===== src/rtl/wb_write_queue.sv =====
// rtl/wb_write_queue.sv - in-order register-write queue with forwarding lookup (option: WBQ_COALESCE_EN)
module wb_write_queue #(
    parameter int DEPTH  = 4,
    parameter int DATA_W = 32,
    parameter int ADDR_W = 5
) (
    input  logic                     clk,
    input  logic                     reset,
    input  logic                     in_valid,
    output logic                     in_ready,
    input  logic [ADDR_W-1:0]        in_reg,
    input  logic [DATA_W-1:0]        in_data,
    input  logic                     drain_en,
    output logic                     regwrite,
    output logic [ADDR_W-1:0]        writereg,
    output logic [DATA_W-1:0]        writedata,
    input  logic [ADDR_W-1:0]        fwd_reg,
    output logic                     fwd_hit,
    output logic [DATA_W-1:0]        fwd_data,
    output logic [$clog2(DEPTH):0]   count
);

    localparam int PTR_W = $clog2(DEPTH);

    logic [ADDR_W-1:0] mem_reg  [DEPTH];
    logic [DATA_W-1:0] mem_data [DEPTH];
    logic [PTR_W-1:0]  head;
    logic [PTR_W-1:0]  tail;
    logic [PTR_W-1:0]  youngest;
    logic [PTR_W-1:0]  idx;
    logic [PTR_W:0]    cnt;
    logic              empty;
    logic              full;
    logic              pop;
    logic              push;
    logic              store;
    logic              coal_match;

    assign empty    = (cnt == '0);
    assign full     = (cnt == (PTR_W+1)'(DEPTH));
    assign pop      = drain_en & ~empty;
    assign youngest = tail - PTR_W'(1);

`ifdef WBQ_COALESCE_EN
    // The youngest entry is the head exactly when one entry is held; never merge into a retiring write.
    assign coal_match = ~empty & (in_reg != '0) & (mem_reg[youngest] == in_reg)
                        & ~(pop & (cnt == (PTR_W+1)'(1)));
`else
    assign coal_match = 1'b0;
`endif

    assign in_ready  = ~full | pop | coal_match;
    assign push      = in_valid & in_ready;
    assign store     = push & (in_reg != '0) & ~coal_match;

    assign regwrite  = pop;
    assign writereg  = empty ? '0 : mem_reg[head];
    assign writedata = empty ? '0 : mem_data[head];
    assign count     = cnt;

    always_ff @(posedge clk or negedge reset) begin
        if (!reset) begin
            head <= '0;
            tail <= '0;
            cnt  <= '0;
        end else begin
            if (pop)
                head <= head + PTR_W'(1);
            if (store)
                tail <= tail + PTR_W'(1);
            cnt <= cnt + (PTR_W+1)'(store) - (PTR_W+1)'(pop);
        end
    end

    // Entry storage needs no reset: occupancy alone decides which entries are meaningful.
    always_ff @(posedge clk) begin
        if (reset && store) begin
            mem_reg[tail]  <= in_reg;
            mem_data[tail] <= in_data;
        end else if (reset && push && coal_match) begin
            mem_data[youngest] <= in_data;
        end
    end

    // Scan oldest to youngest so the last match, the youngest, wins.
    always_comb begin
        fwd_hit  = 1'b0;
        fwd_data = '0;
        idx      = '0;
        for (int i = 0; i < DEPTH; i++) begin
            idx = head + PTR_W'(i);
            if (((PTR_W+1)'(i) < cnt) && (fwd_reg != '0) && (mem_reg[idx] == fwd_reg)) begin
                fwd_hit  = 1'b1;
                fwd_data = mem_data[idx];
            end
        end
    end

endmodule


===== config.mk =====
export PLATFORM = sky130hd
export DESIGN_NAME = wb_write_queue
export DESIGN_NICKNAME = d
export VERILOG_FILES = /design/src/rtl/wb_write_queue.sv
export SDC_FILE = /design/constraint.sdc
export NUM_CORES = 1
export LEC_CHECK = 0
export CAP_MARGIN = 25
export CORE_MARGIN = 4
export CORE_UTILIZATION = 50
export CTS_BUF_LIST = sky130_fd_sc_hd__clkbuf_4 sky130_fd_sc_hd__clkbuf_8
export DETAILED_ROUTE_END_ITERATION = 10
export PLACE_DENSITY = 0.83
export SYNTH_ARGS = -nofsm -noshare
export SYNTH_HDL_FRONTEND = slang
export SYNTH_SLANG_ARGS = --single-unit

===== constraint.sdc =====
create_clock -name clk -period 4.1 [get_ports clk]
set_input_delay 0.82 -clock clk [delete_from_list [all_inputs] [get_ports clk]]
set_output_delay 0.82 -clock clk [all_outputs]
set_load 0.02 [all_outputs]

Yosys cells after proc, flatten, opt, wreduce, memory -nomap -nowiden --
Memories as Yosys holds them, arrays and structs flattened. Index checks and enable logic that the tools add are counted.
Operators by class: bitwise operators 6, equal/unequal tests 5, reduce and logical (&&, ||, !) cells 12, magnitude comparators 4, add/subtract/negate cells 6, muxes and demuxes 12
Operator list (count):
- 32-bit two-way mux | 5
- 5-bit equality test | 4
- 5-bit nonzero test | 2
- 1-bit logical AND | 9
- 1-bit by 3-bit less-than comparator with 1-bit output, first input constant | 2
- 2-bit by 3-bit less-than comparator with 1-bit output, first input constant | 2
- 1-bit two-way mux | 6
- 5-bit two-way mux | 1
- 2-bit by 1-bit adder with 2-bit output, second input constant | 2
- 2-bit adder, second input constant | 2
- 3-bit by 1-bit adder with 3-bit output | 1
- 1-bit AND | 3
- 3-bit equality test, second input constant | 1
- 3-bit logical NOT | 1
- 3-bit by 1-bit subtractor with 3-bit output | 1
- 1-bit NOT | 2
- 1-bit OR | 1
Storage, ports and cells: logic and storage cells 50, register bits 7, output and inout bits 75, memories 2, bits of input ports 46, RAM bits 148
Memories:
- mem_data | words 4, bits a word 32, rd ports 4, clocked after memory_dff 0, write ports 1, line 26 | logic [DATA_W-1:0] mem_data [DEPTH];
- mem_reg | words 4, bits a word 5, rd ports 4, clocked after memory_dff 0, write ports 1, line 25 | logic [ADDR_W-1:0] mem_reg [DEPTH];

Depth between registers and ports, before layout --
word-level depth 9, gate-level depth with buffers 12, mapped depth without buffers 9

Worst setup path before layout --
No wires, ideal clock.
kind input to output, start input fwd_reg[0], end output fwd_data[20], buffers on the path 2, path slack 0.447 ns, data arrival time 2.833 ns, stages 8, data required time 3.280 ns, cell sequence clkbuf_1 nor3_1 or3_1 a211oi_2 o221ai_2 buf_6 or3_1 a31oi_1
On the way: cells in the longest elaborated chain, start to end 7, elaborated cells on any way between the ends 17, those cells by class eq/ne: 4; mux: 4; reduce/logical: 9
Ends and longest elaborated chain:
- start, declared | line 17 | input logic [ADDR_W-1:0] fwd_reg,
- 5-bit nonzero test | line 92 | if (((PTR_W+1)'(i) < cnt) && (fwd_reg != '0) && (mem_reg[idx] == fwd_reg)) begin
- 1-bit logical AND (2 in a row) | line 92
- 32-bit two-way mux (3 in a row) | line 92
- 32-bit two-way mux (*) | line 92
- end, declared | line 19 | output logic [DATA_W-1:0] fwd_data,
Every way passes the cells marked *; elsewhere a longest branch is shown, timed or not.

Final worst setup path --
start input fwd_reg[0], end output fwd_data[1]
Same word-level chain as after synthesis.

==> impl_results.md <==
- Nets: 1108
- Status: completed
- Synthesis-to-layout area growth: 23.2%
- Inst Count DP: 1287
- Maxcap violations: 0
- Chip Height: 148 microns
- Io pins: 121
- Via-to-Cell Ratio: 5.86
- CTS sink cnt: 155
- Number of global-route vias before repair: 7703
- Slew HR: 0.533
- Largest net degree at the start of global routing: 74
- Final core utilization: 0.624
- Worst-skew pair later-pin latency: 0.46 ns
- Antenna violations before repair: 2
- Root buffer cell: clkbuf_8
- Most common cell after layout, fill and taps aside: edfxtp_1
- Pre-antenna DRT Iters: 5
- Most frequent cells in the layout: 148 x edfxtp_1, 130 x nand2_1, 85 x clkdlybuf4s50_1
- Ys Warns: 0
- Sequential share of the synthesized area: 0.470
- HPWL Detailed: 16.2 mm
- Port Buffers: 120
- Final period utilization: 0.982
- Core Area: 0.0194 sq mm
- Post-DRT Antenna Nets: 0
- Power per cell area: 670 mW/mm^2
- Routability Congestion: 0.878
- Post-place setup slack: -0.329 ns
- Fin crit period: 4.03 ns
- Fill cells: 1522
- Gr usage total: 0.223
- Nature of the critical path endpoint: output port
- Leak: 4.64 nW
- Total vias in the final route: 7812
- Final Hold Fails: 0
- Clk buf depth: 2
- CTS buffer count: 17
- Synthesized area: 0.00983 sq mm
- CTS tree: yes
- Share of cells above drive strength 1: 0.253
- Clock-pin slew on the worst setup and hold paths: 0.07 ns
- First-pass GRT wire length: 38.9 mm
- Tightest Pin Transition: 0.701 ns
- FMAX: 248 MHz
- Post-route insts no fill: 1332
- Avg Inst Size Synth: 10.6 sq um
- Max reg flops: 128
- WP data arrival: 3.21 ns
- CP startpoint kind: input port
- Max H-tree Level: 4
- Hold crit path type: reg -> reg
- Worst vdd ir: 0.340 mV
- Syn nets: 986
- Grt ovf: 0
- Crit Path Max Fanout: 10
- Final WL: 24.9 mm
- Hold slack: 0.629 ns
- DRC: 0
- Post-Place Cell Area: 0.0115 sq mm
- Num rows: 51
- Fin. max-slew vios: 0
- Clock skew: 0.0112 ns
- Final setup viols: 0
- Multi-input logic area: 0.00502 sq mm
- Drt initial violations: 598
- Yosys reg bits: 155
- DR WL/cell: 18.7 microns
- DIE WIDTH: 148 microns
- Worst setup margin: 0.0725 ns
- Reg area: 0.00463 sq mm
- Initial Utilization: 0.507
- WS Path Type: in -> out
- Cell area after layout: 0.0121 sq mm
- Unrepaired setup endpoints after global routing: yes
- Synth unique cells: 41
- CP required: 3.28 ns
- Die ar.: 0.0220 sq mm
- Synthesized netlist cell count: 931
## cells by family (layout without fill, tap and decap cells)
logic type,Yosys count,after routing,share of synthesized area
mux,154,154,0.180
fa+ha+maj,9,9,0.0122
simple gates,289,289,0.130
compound gates,210,210,0.147
xor+xnor,22,22,0.0196
flops,155,155,0.470
buf+inv,92,227,0.0413
other cells,0,1,0
## routing by layer
| metal | vias up | part of all wire | track usage |
|---|---|---|---|
| met5 | - | 0.00052 | 0 |
| met4 | 2 | 0.028 | 0.0928 |
| met3 | 63 | 0.064 | 0.0424 |
| met2 | 305 | 0.50 | 0.383 |
| met1 | 3743 | 0.41 | 0.276 |
| li1 | 3699 | - | - |
## final cells by class
| type | count | area share |
|---|---|---|
| Timing Repair Buffer | 186 | 0.145 |
| Tap cell | 265 | 0.0274 |
| Inverter | 9 | 0.00279 |
| Antenna cell | 1 | 0.000207 |
| Clock inverter | 14 | 0.00796 |
| Clock buffer | 18 | 0.0199 |
| Sequential cell | 155 | 0.382 |
| Multi-Input combinational cell | 684 | 0.415 |
## through the flow
step | total power [mW] | TNS (ns)
floorplan | 5.36 | 0
global route | 8.64 | -0.627
global placement | 6.88 | -8.54
CTS | 7.98 | 0
detailed placement | 6.98 | -9.28
finish | 8.11 | 0
## synth_stat cells
library cell | count | area share
buf_1 | 12 | 0.0046
a21oi_1 | 38 | 0.019
nor2b_1 | 5 | 0.0032
o211a_1 | 29 | 0.030
o2111ai_1 | 4 | 0.0036
buf_2 | 21 | 0.011
buf_4 | 5 | 0.0038
mux4_2 | 12 | 0.028
fa_1 | 1 | 0.0020
nor3_1 | 36 | 0.018
o211ai_1 | 34 | 0.026
a211oi_2 | 1 | 0.0013
edfxtp_1 | 148 | 0.45
o31ai_1 | 3 | 0.0023
nand2_1 | 130 | 0.050
a211oi_1 | 3 | 0.0023
o221ai_2 | 1 | 0.0015
or3_1 | 10 | 0.0064
dfrtp_1 | 7 | 0.018
nand3_1 | 1 | 0.00051
nand4b_1 | 1 | 0.00089
mux2i_1 | 77 | 0.078
a211o_1 | 27 | 0.024
o21ai_0 | 65 | 0.033
nand2b_1 | 1 | 0.00064
o311a_1 | 1 | 0.0010
xnor2_1 | 14 | 0.012
mux2_2 | 65 | 0.074
or4_1 | 1 | 0.00076
clkbuf_1 | 43 | 0.016
a31oi_1 | 4 | 0.0025
or2_2 | 27 | 0.017
and3_1 | 5 | 0.0032
nor2_1 | 67 | 0.026
inv_1 | 9 | 0.0034
buf_6 | 2 | 0.0023
xor2_1 | 8 | 0.0071
nor4_1 | 1 | 0.00064
and4b_1 | 1 | 0.0010
ha_1 | 8 | 0.010
and2_1 | 3 | 0.0019
## critical path, cell delays in order
cell and delay, ns:
clkdlybuf4s50_1 0.57, nor4_4 0.09, or3_4 0.38, a211oi_4 0.25
o211ai_1 0.11, buf_4 0.18, buf_8 0.14, buf_12 0.13
a211o_1 0.22, o211a_1 0.15, buf_6 0.14
## where the power goes
group	leakage (nW)	switching, mW	internal [mW]
clock	0.174	0.570	0.423
sequential	1.42	0.115	1.94
combinational	3.04	2.86	2.21
total	4.64	3.54	4.57
## timing repair
item                                    4_1_cts  5_1_grt
pin swaps                                     6       11
resized for setup                           101       89
endpoints found under the setup margin       33       32
buffers inserted                              7        3
cloned                                        0        2
hold buffers                                  0        0
## path summary, 6_finish.rpt
check | startpoint | endpoint | slack [ns] | cells after the start
max in group asynchronous | reset | head[1]$_DFFE_PN0P_ | 3.11 | 1
hold reg to reg | tail[0]$_DFFE_PN0P_ | tail[0]$_DFFE_PN0P_ | 0.63 | 2
min in group asynchronous | reset | tail[1]$_DFFE_PN0P_ | 0.66 | 1
setup reg to reg | count[2]$_DFF_PN0_ | count[2]$_DFF_PN0_ | 1.75 | 9
hold / removal | tail[0]$_DFFE_PN0P_ | tail[0]$_DFFE_PN0P_ | 0.63 | 2
setup / recovery | fwd_reg[0] | fwd_data[1] | 0.07 | 11
Note: power is estimated with default switching activity, not from simulation.
